File: src/rtl/mmix_mem_responder_if.sv
// Execution-unit data-memory request port bundled with the Avalon-MM master port.
// "slave" is the responder's view; "master" is the requester plus board memory.
interface mmix_mem_responder_if #(
    parameter int ADDR_BITS = 23
);
    logic [63:0]          mem_address;
    logic [1:0]           mem_datasize;
    logic                 mem_read;
    logic                 mem_write;
    logic [63:0]          mem_writedata;
    logic [63:0]          mem_readdata;
    logic                 mem_done;

    logic [ADDR_BITS-1:0] avm_address;
    logic                 avm_read;
    logic                 avm_write;
    logic [3:0]           avm_byteenable;
    logic [31:0]          avm_writedata;
    logic [31:0]          avm_readdata;
    logic                 avm_readdatavalid;
    logic                 avm_waitrequest;

    modport slave (
        input  mem_address, mem_datasize, mem_read, mem_write, mem_writedata,
        output mem_readdata, mem_done,
        output avm_address, avm_read, avm_write, avm_byteenable, avm_writedata,
        input  avm_readdata, avm_readdatavalid, avm_waitrequest
    );

    modport master (
        output mem_address, mem_datasize, mem_read, mem_write, mem_writedata,
        input  mem_readdata, mem_done,
        input  avm_address, avm_read, avm_write, avm_byteenable, avm_writedata,
        output avm_readdata, avm_readdatavalid, avm_waitrequest
    );
endinterface

File: src/rtl/mmix_mem_responder.sv
// Turns one big-endian MMIX byte/wyde/tetra/octa load or store into one or two
// 32-bit Avalon-MM beats and returns right-justified, zero-extended load data.
module mmix_mem_responder #(
    parameter int ADDR_BITS = 23
) (
    input  logic                clk,
    input  logic                reset_n,
    mmix_mem_responder_if.slave bus
);

    typedef enum logic [2:0] {
        S_IDLE    = 3'd0,
        S_RD_REQ  = 3'd1,
        S_RD_WAIT = 3'd2,
        S_WR_REQ  = 3'd3,
        S_DONE    = 3'd4
    } state_t;

    state_t               r_state, w_state;
    logic                 r_beat, w_beat;
    logic [ADDR_BITS-1:0] r_addr, w_addr;
    logic [1:0]           r_size, w_size;
    logic [63:0]          r_wdata, w_wdata;
    logic [63:0]          r_mem_readdata, w_mem_readdata;
    logic                 r_mem_done, w_mem_done;
    logic [ADDR_BITS-1:0] r_avm_address, w_avm_address;
    logic                 r_avm_read, w_avm_read;
    logic                 r_avm_write, w_avm_write;
    logic [3:0]           r_avm_be, w_avm_be;
    logic [31:0]          r_avm_wdata, w_avm_wdata;
    logic                 w_unused_addr;

    // Word address of a beat; an octa's second beat sits at base+4.
    function automatic logic [ADDR_BITS-1:0] beat_addr_f(input logic [ADDR_BITS-1:0] a,
                                                         input logic [1:0] size,
                                                         input logic beat);
        logic [ADDR_BITS-1:0] v;
        v      = a;
        v[1:0] = 2'b00;
        if (size == 2'd3) begin
            v[2] = beat;
        end else begin
            v[2] = a[2];
        end
        return v;
    endfunction

    function automatic logic [3:0] be_f(input logic [1:0] size, input logic [1:0] lo);
        logic [3:0] be;
        case (size)
            2'd0:    be = 4'b1000 >> lo;
            2'd1:    be = 4'b1100 >> {lo[1], 1'b0};
            default: be = 4'hF;
        endcase
        return be;
    endfunction

    function automatic logic [31:0] wdata_f(input logic [1:0] size, input logic [63:0] d,
                                            input logic beat);
        logic [31:0] w;
        case (size)
            2'd0:    w = {4{d[7:0]}};
            2'd1:    w = {2{d[15:0]}};
            2'd2:    w = d[31:0];
            default: w = beat ? d[31:0] : d[63:32];
        endcase
        return w;
    endfunction

    // Big-endian lane pick: MMIX byte j of the word lives at bits [31-8j:24-8j].
    function automatic logic [63:0] rd_merge_f(input logic [1:0] size, input logic [1:0] lo,
                                               input logic beat, input logic [31:0] rd,
                                               input logic [63:0] old);
        logic [63:0] v;
        logic [31:0] tmp;
        logic [4:0]  sh;
        case (size)
            2'd0: begin
                sh  = 5'd24 - {lo, 3'b000};
                tmp = rd >> sh;
                v   = {56'd0, tmp[7:0]};
            end
            2'd1: begin
                sh  = 5'd16 - {lo[1], 4'b0000};
                tmp = rd >> sh;
                v   = {48'd0, tmp[15:0]};
            end
            2'd2: begin
                sh  = 5'd0;
                tmp = rd;
                v   = {32'd0, rd};
            end
            default: begin
                sh  = 5'd0;
                tmp = rd;
                v   = beat ? {old[63:32], rd} : {rd, old[31:0]};
            end
        endcase
        return v;
    endfunction

    assign w_unused_addr = ^bus.mem_address[63:ADDR_BITS];

    // Next-state and next-output logic; every output is the registered image of these.
    always_comb begin
        w_state        = r_state;
        w_beat         = r_beat;
        w_addr         = r_addr;
        w_size         = r_size;
        w_wdata        = r_wdata;
        w_mem_readdata = r_mem_readdata;
        w_mem_done     = 1'b0;
        w_avm_address  = r_avm_address;
        w_avm_read     = r_avm_read;
        w_avm_write    = r_avm_write;
        w_avm_be       = r_avm_be;
        w_avm_wdata    = r_avm_wdata;
        case (r_state)
            S_IDLE: begin
                if (bus.mem_read) begin
                    w_addr         = bus.mem_address[ADDR_BITS-1:0];
                    w_size         = bus.mem_datasize;
                    w_wdata        = bus.mem_writedata;
                    w_beat         = 1'b0;
                    w_mem_readdata = 64'd0;
                    w_avm_address  = beat_addr_f(bus.mem_address[ADDR_BITS-1:0], bus.mem_datasize, 1'b0);
                    w_avm_read     = 1'b1;
                    w_avm_be       = 4'hF;
                    w_state        = S_RD_REQ;
                end else if (bus.mem_write) begin
                    w_addr        = bus.mem_address[ADDR_BITS-1:0];
                    w_size        = bus.mem_datasize;
                    w_wdata       = bus.mem_writedata;
                    w_beat        = 1'b0;
                    w_avm_address = beat_addr_f(bus.mem_address[ADDR_BITS-1:0], bus.mem_datasize, 1'b0);
                    w_avm_write   = 1'b1;
                    w_avm_be      = be_f(bus.mem_datasize, bus.mem_address[1:0]);
                    w_avm_wdata   = wdata_f(bus.mem_datasize, bus.mem_writedata, 1'b0);
                    w_state       = S_WR_REQ;
                end else begin
                    w_state = S_IDLE;
                end
            end
            S_RD_REQ: begin
                if (!bus.avm_waitrequest) begin
                    w_avm_read = 1'b0;
                    w_state    = S_RD_WAIT;
                end else begin
                    w_state = S_RD_REQ;
                end
            end
            S_RD_WAIT: begin
                if (bus.avm_readdatavalid) begin
                    w_mem_readdata = rd_merge_f(r_size, r_addr[1:0], r_beat, bus.avm_readdata, r_mem_readdata);
                    if ((r_size == 2'd3) && !r_beat) begin
                        w_beat        = 1'b1;
                        w_avm_address = beat_addr_f(r_addr, r_size, 1'b1);
                        w_avm_read    = 1'b1;
                        w_state       = S_RD_REQ;
                    end else begin
                        w_mem_done = 1'b1;
                        w_state    = S_DONE;
                    end
                end else begin
                    w_state = S_RD_WAIT;
                end
            end
            S_WR_REQ: begin
                if (!bus.avm_waitrequest) begin
                    if ((r_size == 2'd3) && !r_beat) begin
                        w_beat        = 1'b1;
                        w_avm_address = beat_addr_f(r_addr, r_size, 1'b1);
                        w_avm_wdata   = wdata_f(r_size, r_wdata, 1'b1);
                        w_state       = S_WR_REQ;
                    end else begin
                        w_avm_write = 1'b0;
                        w_mem_done  = 1'b1;
                        w_state     = S_DONE;
                    end
                end else begin
                    w_state = S_WR_REQ;
                end
            end
            S_DONE: begin
                w_beat  = 1'b0;
                w_state = S_IDLE;
            end
            default: begin
                w_state = S_IDLE;
            end
        endcase
    end

    // State and registered outputs.
    always_ff @(posedge clk or negedge reset_n) begin
        if (!reset_n) begin
            r_state        <= S_IDLE;
            r_beat         <= 1'b0;
            r_addr         <= '0;
            r_size         <= 2'd0;
            r_wdata        <= 64'd0;
            r_mem_readdata <= 64'd0;
            r_mem_done     <= 1'b0;
            r_avm_address  <= '0;
            r_avm_read     <= 1'b0;
            r_avm_write    <= 1'b0;
            r_avm_be       <= 4'd0;
            r_avm_wdata    <= 32'd0;
        end else begin
            r_state        <= w_state;
            r_beat         <= w_beat;
            r_addr         <= w_addr;
            r_size         <= w_size;
            r_wdata        <= w_wdata;
            r_mem_readdata <= w_mem_readdata;
            r_mem_done     <= w_mem_done;
            r_avm_address  <= w_avm_address;
            r_avm_read     <= w_avm_read;
            r_avm_write    <= w_avm_write;
            r_avm_be       <= w_avm_be;
            r_avm_wdata    <= w_avm_wdata;
        end
    end

    assign bus.mem_readdata   = r_mem_readdata;
    assign bus.mem_done       = r_mem_done;
    assign bus.avm_address    = r_avm_address;
    assign bus.avm_read       = r_avm_read;
    assign bus.avm_write      = r_avm_write;
    assign bus.avm_byteenable = r_avm_be;
    assign bus.avm_writedata  = r_avm_wdata;

endmodule
File: src/flat_wrapper.sv
// flat-port wrapper written by rule: the top's interface ports become plain ports
module mmix_mem_responder_flat 
#(
    parameter int ADDR_BITS = 23
)
  (clk, reset_n, bus_mem_address, bus_mem_datasize, bus_mem_read, bus_mem_write, bus_mem_writedata, bus_mem_readdata, bus_mem_done, bus_avm_address, bus_avm_read, bus_avm_write, bus_avm_byteenable, bus_avm_writedata, bus_avm_readdata, bus_avm_readdatavalid, bus_avm_waitrequest);
  mmix_mem_responder_if #(.ADDR_BITS(ADDR_BITS)) bus_i ();
  input  logic clk;
  input  logic reset_n;
  input wire logic [$bits(bus_i.mem_address)-1:0] bus_mem_address;
  input wire logic [$bits(bus_i.mem_datasize)-1:0] bus_mem_datasize;
  input wire logic [$bits(bus_i.mem_read)-1:0] bus_mem_read;
  input wire logic [$bits(bus_i.mem_write)-1:0] bus_mem_write;
  input wire logic [$bits(bus_i.mem_writedata)-1:0] bus_mem_writedata;
  output wire logic [$bits(bus_i.mem_readdata)-1:0] bus_mem_readdata;
  output wire logic [$bits(bus_i.mem_done)-1:0] bus_mem_done;
  output wire logic [$bits(bus_i.avm_address)-1:0] bus_avm_address;
  output wire logic [$bits(bus_i.avm_read)-1:0] bus_avm_read;
  output wire logic [$bits(bus_i.avm_write)-1:0] bus_avm_write;
  output wire logic [$bits(bus_i.avm_byteenable)-1:0] bus_avm_byteenable;
  output wire logic [$bits(bus_i.avm_writedata)-1:0] bus_avm_writedata;
  input wire logic [$bits(bus_i.avm_readdata)-1:0] bus_avm_readdata;
  input wire logic [$bits(bus_i.avm_readdatavalid)-1:0] bus_avm_readdatavalid;
  input wire logic [$bits(bus_i.avm_waitrequest)-1:0] bus_avm_waitrequest;
  assign bus_i.mem_address = bus_mem_address;
  assign bus_i.mem_datasize = bus_mem_datasize;
  assign bus_i.mem_read = bus_mem_read;
  assign bus_i.mem_write = bus_mem_write;
  assign bus_i.mem_writedata = bus_mem_writedata;
  assign bus_mem_readdata = bus_i.mem_readdata;
  assign bus_mem_done = bus_i.mem_done;
  assign bus_avm_address = bus_i.avm_address;
  assign bus_avm_read = bus_i.avm_read;
  assign bus_avm_write = bus_i.avm_write;
  assign bus_avm_byteenable = bus_i.avm_byteenable;
  assign bus_avm_writedata = bus_i.avm_writedata;
  assign bus_i.avm_readdata = bus_avm_readdata;
  assign bus_i.avm_readdatavalid = bus_avm_readdatavalid;
  assign bus_i.avm_waitrequest = bus_avm_waitrequest;
  mmix_mem_responder #(.ADDR_BITS(ADDR_BITS)) u_core (.clk(clk), .reset_n(reset_n), .bus(bus_i));
endmodule
File: config.mk
export PLATFORM = sky130hd
export DESIGN_NAME = mmix_mem_responder_flat
export DESIGN_NICKNAME = d
export VERILOG_FILES = /design/src/rtl/mmix_mem_responder_if.sv /design/src/rtl/mmix_mem_responder.sv /design/src/flat_wrapper.sv
export SDC_FILE = /design/constraint.sdc
export NUM_CORES = 1
export LEC_CHECK = 0
export ABC_AREA = 1
export ABC_CLOCK_PERIOD_IN_PS = 2500
export CORE_ASPECT_RATIO = 0.9
export CORE_MARGIN = 5
export CORE_UTILIZATION = 52
export CTS_BUF_LIST = sky130_fd_sc_hd__clkbuf_2
export DETAILED_ROUTE_END_ITERATION = 12
export PLACE_DENSITY = 0.88
export SKIP_LAST_GASP = 1
export SLEW_MARGIN = 10
export SYNTH_ARGS = -nofsm -noshare
export SYNTH_HDL_FRONTEND = slang
export SYNTH_SLANG_ARGS = --single-unit
File: constraint.sdc
create_clock -name clk -period 2.5 [get_ports clk]
set_input_delay 0.25 -clock clk [delete_from_list [all_inputs] [get_ports clk]]
set_output_delay 0.25 -clock clk [all_outputs]
set_load 0.02 [all_outputs]
==> results of run 1 <==
power by group through the flow:
stage / clock (uW) / sequential (uW) / combinational [uW]
final: 1610 / 4840 / 7250
after global routing: 1780 / 4980 / 7980
after CTS: 1640 / 4820 / 7190
after detailed placement: 0 / 4860 / 7120
after global placement: 0 / 4850 / 6920
after floorplan: 0 / 5520 / 3560
worst min-delay path, delay by kind of cell:
kind / cells / cell delay (ps)
compound gates: 1 / 70
buf+inv: 1 / 420
simple gates: 1 / 70
cell usage after synthesis:
master,number
inv_1,75
clkbuf_1,37
buf_1,3
a21boi_2,1
nor2_2,3
dfrtp_1,185
nor2_4,3
nand2_1,604
inv_2,6
o21ai_0,107
conb_1,1
buf_4,2
o21ai_1,2
nand2_2,3
o211ai_1,18
nand4_1,19
nor3_1,2
nand3_1,83
o21bai_1,1
or2_2,2
nor2_1,63
nand3b_1,18
o31ai_1,1
buf_2,24
a21oi_1,18
clkinv_1,2
logic make-up after synthesis:
kind of cell	Yosys count	synth area share, %
compound gates	148	8.58
buf+inv	149	6.42
simple gates	800	35.2
other cells	1	0.0403
flops	185	49.8
layout make-up:
cell class	count	share of cell area, %
diodes	1	0.0197
repair buffers	313	24.5
inverters	83	2.46
clock buffers	18	0.711
multi-input cells	950	32.1
well taps	240	2.37
clock inverters	14	1.27
flip-flops and latches	185	36.5
metrics by stage:
stage	utilization, %	instances	hold slack [ps]	area [um^2]
finish	72.0	1804	59.9	12700
global route	72.0	1804	42.5	12700
CTS	71.8	1801	1.10	12700
detailed placement	68.4	1734	275	12000
global placement	68.4	1734	278	12000
floorplan	-	1284	-45.6	9300
state kept, by name, summed over array words and instances (netlist names), 2 cells and up:
signal and cells:
u_core.r_state 3, u_core.bus.avm_byteenable 4, u_core.bus.avm_writedata 32, u_core.r_addr 23, u_core.bus.avm_address 21, u_core.bus.mem_readdata 64
u_core.r_size 2, u_core.r_wdata 32
routing by layer:
| metal | global-route usage [%] | up-vias | routed length (um) |
|---|---|---|---|
| met5 | 0 | - | 0 |
| met4 | 12.5 | 0 | 1100 |
| met3 | 9.04 | 101 | 3150 |
| met2 | 46.7 | 490 | 14100 |
| met1 | 38.6 | 4530 | 12000 |
| li1 | - | 4582 | - |
how the worst max path moves through the flow:
stage | end | slack (ps) | cells past startpoint
after floorplan | u_core.r_wdata[14] | 950 | 8
after global placement | u_core.bus.avm_writedata[31] | 500 | 9
after detailed placement | u_core.bus.avm_writedata[30] | 420 | 9
after CTS | bus_avm_writedata[13] | 310 | 1
after global routing | u_core.bus.avm_byteenable[2] | 220 | 6
final | bus_avm_writedata[13] | 340 | 1
==> flow_summary.ini, run 1 <==
[worst_setup_path]
worstSetupStartpoint = u_core.bus.avm_writedata[13]
worstPathRequired_ps = 2250
cp-start-kind = flip-flop
r2r_cells = 6
type_of_the_worst_setup_path = reg -> out
cp.arrival_ps = 1910
critical_path.max_stage_delay_ps = 660
r2r_start = u_core.r_state[0]
critical_path.cell_chain = clkdlybuf4s50_1
timing.critical_path.max_delay_family = buffers and inverters
critical_path_s_slowest_cell = clkdlybuf4s50_1
timing.reg2reg.setup_slack_ps = 450
cp-end-kind = output port
critical_path.n_buffers_inverters = 1
rr_endpoint = u_core.bus.avm_byteenable[2]
worst-path-max-fanout = 2

[synthesis]
netlist_area_um2 = 9290
post_synth_main_area_contributors = dfrtp_1 (50%), nand2_1 (24%), o21ai_0 (5.8%)
mean_instance_size_in_the_synthesized_netlist_um2 = 7.24
yosysWarningCount = 0
portion_of_the_post_synthesis_area_used_by_sequential_elements_pct = 49.8
synth_top_area_share_pct = 49.8
cells_after_synth = 1283
synth_largest_area_cell = dfrtp_1
ys_ff_latch = 185
synth.lib_cells_used.distinct = 26

[grt]
grt_start_max_net_pins = 76
first_pass_grt_wire_length_um = 48500
grt_antenna_before_repair = 1
grt_pass1_vias = 9586
grtUsageTotal_pct = 29.8
globalRouteOverflowTotal = 0

[power_and_ir_drop]
internal_power_uw = 7270
ir_drop_mv = 0.768
share_clk_of_total_power_pct = 11.8
power.sequential.fraction_pct = 35.3
power.share.combinational_pct = 52.9
power.total_uw = 13700
pwr_density_cell_nw_per_um2 = 1080
total_switching_power_uw = 6430
switching_power_share_of_the_total_pct = 47.0
leakagePower_uw = 0.00629

[clock_tree]
clock_insertion_delay_worst_skew_ps = 790
cts.path.max_buffers = 2
post_cts_buffers = 0
holdBufCountCts = 35
cts_root_buffer = clkbuf_2
num_clock_sinks = 185
ctsResizeCount = 0
clkTransAtPathRegs_ps = 250
cts-htree-levels = 4
cts_buffer_count = 17
cts_tree = built

[route]
vias_per_cell = 5.38
post-route-drc-count = 0
detail_route.wirelength_um = 30400
postRouteAntennaNets = 0
first_iter_violations = 882
routedWlPerCell_um = 16.8
dr_total_vias = 9703
drt-pass1-iter-count = 6

[hold_path]
worstHoldPathType = in -> reg
hold-path-endpoint = u_core.r_addr[21]
worst_hold_startpoint = bus_mem_address[21]
min_delay_path_depth = 3

[timing]
smallest_setup_slack_after_layout_ps = 339
clock.fmax_mhz = 463
timing_worst_slew_pin_value_ps = 704
final.setup.tns_ps = 0
unrepaired_setup_endpoints_after_global_routing = no
final.min_clock_period_ps = 2160
layout_worst_path_cycle_share_pct = 86.4
pins_over_their_slew_limit = 0
final_hold_viol_count = 0
setup_viol = 0
slew-limit-headroom_pct = 53.0
fin_skew_ps = 39.4

[floorplan]
row_count = 46
coreArea_um2 = 17600
die-width_um = 151
initial_core_util_pct = 52.8
top_ports = 294
dieArea_um2 = 20700
floorplan.die.height_um = 137

[placed_design]
port-buffer-count = 250
globalplace.congestion = 0.939
place_worst_setup_slack_ps = 418
hpwl_reported_at_the_end_of_detailed_placement_um = 21300

[cells_and_area]
fill_cells = 1404
multiInputGateArea_um2 = 4070
fin_nets = 1718
area_growth_syn_to_layout_pct = 36.4
mostFrequentLayoutCell = nand2_1
drive_above_1_share_pct = 4.99
regArea_um2 = 4630
mostFrequentLayoutCells = nand2_1 (604), clkdlybuf4s50_1 (249), dfrtp_1 (185)

[run_status]
status = finished, final reports clean

[run]
max_cap_viol_count = 0
(Power assumes the default switching activity.)
==> run 2, diff against run 1 <==
--- a/config.mk
+++ b/config.mk
@@ -9,10 +9,11 @@
 export ABC_CLOCK_PERIOD_IN_PS = 2500
 export CORE_ASPECT_RATIO = 0.9
 export CORE_MARGIN = 5
-export CORE_UTILIZATION = 52
+export CORE_UTILIZATION = 65
 export CTS_BUF_LIST = sky130_fd_sc_hd__clkbuf_2
 export DETAILED_ROUTE_END_ITERATION = 12
-export PLACE_DENSITY = 0.88
+export DONT_BUFFER_PORTS = 1
+export PLACE_DENSITY = 0.81
 export SKIP_LAST_GASP = 1
 export SLEW_MARGIN = 10
 export SYNTH_ARGS = -nofsm -noshare
==> run 2 against run 1 <==
Against the previous run:
- the flow now finishes with violations (hold timing)
- final cell count is 11% lower
- sequential power is 20% higher
- clock power about the same
- fmax down 4.5%
- sequential share of layout area grew 5.6 points
- critical path type is now reg -> reg
- largest cell class unchanged
- largest power group is now registers
- highest routed layer is now met5
==> flow_summary.ini, run 2 (synthesis gave the netlist of run 1 again) <==
[power_and_ir_drop]
pwr_density_cell_nw_per_um2 = 1130
total_switching_power_uw = 6200
power.sequential.fraction_pct = 46.8
internal_power_uw = 6210
switching_power_share_of_the_total_pct = 49.9
ir_drop_mv = 0.770
leakagePower_uw = 0.00571
power.share.combinational_pct = 40.0
share_clk_of_total_power_pct = 13.2

[worst_setup_path]
cp.arrival_ps = 3000
critical_path.cell_chain = inv_2 -> nand2_2 -> nor2_2 -> buf_4 -> o21ai_0 -> nand4_1 -> dlygate4sd3_1
critical_path.max_stage_delay_ps = 540
timing.critical_path.max_delay_family = buffers and inverters
r2r_start = u_core.r_state[2]
worst-path-stages = 7
r2r_cells = 7
cp-end-kind = flip-flop
critical_path_s_slowest_cell = dlygate4sd3_1
cp-start-kind = flip-flop
critical_path.n_buffers_inverters = 3
worst-path-max-fanout = 41
worstSetupStartpoint = u_core.r_state[2]
worstPathRequired_ps = 3230
type_of_the_worst_setup_path = reg -> reg

[grt]
grt_pass1_vias = 8984
grtUsageTotal_pct = 34.5
grt_antenna_before_repair = 3
first_pass_grt_wire_length_um = 45400
grt_start_max_net_pins = 186
globalRouteOverflowTotal = 0

[clock_tree]
cts_tree = built
cts-htree-levels = 4
cts.path.max_buffers = 2
cts_buffer_count = 17
post_cts_buffers = 0
holdBufCountCts = 127
clock_insertion_delay_worst_skew_ps = 770
clkTransAtPathRegs_ps = 270
num_clock_sinks = 185
cts_root_buffer = clkbuf_2

[floorplan]
die-width_um = 136
floorplan.die.height_um = 123
initial_core_util_pct = 66.4
dieArea_um2 = 16800
row_count = 41
coreArea_um2 = 14000
top_ports = 294

[cells_and_area]
mostFrequentLayoutCell = nand2_1
fin_nets = 1555
drive_above_1_share_pct = 5.07
largest_register_ff_count = 64
area_growth_syn_to_layout_pct = 18.2
final_core_util_pct = 78.4
mostFrequentLayoutCells = nand2_1 (604), dfrtp_1 (185), dlygate4sd3_1 (127)

[placed_design]
hpwl_reported_at_the_end_of_detailed_placement_um = 18600
globalplace.congestion = 0.929
port-buffer-count = 0

[timing]
clock.fmax_mhz = 442
final.setup.tns_ps = 0
unrepaired_setup_endpoints_after_global_routing = no
layout_worst_path_cycle_share_pct = 90.5
timing_worst_slew_pin_value_ps = 881
setup_viol = 0
pins_over_their_slew_limit = 0
fin_skew_ps = 31.4
slew-limit-headroom_pct = 41.2
final_hold_viol_count = 185
holdWs_ps = -886
final.min_clock_period_ps = 2260

[hold_path]
worstHoldPathType = in -> async

[run_status]
status = complete, but fails checks
violations_in_the_final_reports = hold timing

[route]
postRouteAntennaNets = 0
routedWlPerCell_um = 18.3
dr_total_vias = 9340
drt-pass1-iter-count = 6
detail_route.wirelength_um = 29200
post-route-drc-count = 0
first_iter_violations = 1280
vias_per_cell = 5.85

[run]
max_cap_viol_count = 0
==> run 2: cell types whose count changed in the layout (fill, tap and decap cells not counted), sizes merged, moves of 2 or more <==
cell           change
clkbuf             -2
inv                -3
buf                -4
clkinv             +4
clkdlybuf4s50    -249
diode              +3
dlygate4sd3       +91
==> run 2: cell type report <==
cell class,instances,area (um^2)
sequential,185,4630
multi-input combinational,950,4070
fill,975,3020
timing repair buffer,150,1460
inverter,83,314
tap,193,241
clock inverter,15,174
clock buffer,17,85.1
antenna,4,10.0
==> run 2: metal layers <==
metal | wire [um] | track usage (%) | up-vias
li1 | - | - | 4264
met4 | 1280 | 16.2 | 2
met3 | 3720 | 11.1 | 150
met5 | 12 | 0 | -
met2 | 13200 | 52.9 | 687
met1 | 11000 | 45.0 | 4237
==> run 2: final timing paths <==
path	end	slack [ps]
setup reg to reg	u_core.r_state[0]	240
min in group clk	u_core.r_wdata[21]	160
hold / removal	u_core.bus.avm_address[16]	-890
max in group asynchronous	u_core.bus.mem_readdata[15]	3180
hold reg to reg	u_core.r_wdata[30]	510
setup / recovery	u_core.r_state[0]	240
==> run 2: what timing repair did <==
action                                 4_1_cts  5_1_grt
setup endpoints to repair                    0        1
resized for setup                            0        2
endpoints found under the hold margin      370      185
==> run 2: power by group through the flow <==
stage,clock [uW],sequential (uW),combinational [uW]
3_5_place_dp,0,5830,4540
4_1_cts,1650,5770,4770
3_3_place_gp,0,5810,4400
5_1_grt,1770,5920,5550
2_1_floorplan,0,5520,3560
6_report,1640,5810,4960
==> run 2: metrics by stage <==
stage               total power, uW  cell area, um^2  setup WS, ps  instances
CTS                           12200            11000           107       1593
floorplan                      9090             9300           946       1284
finish                        12400            11000           238       1597
global route                  13200            11000          77.5       1595
global placement              10200             9440           513       1434
detailed placement            10400             9440           471       1434
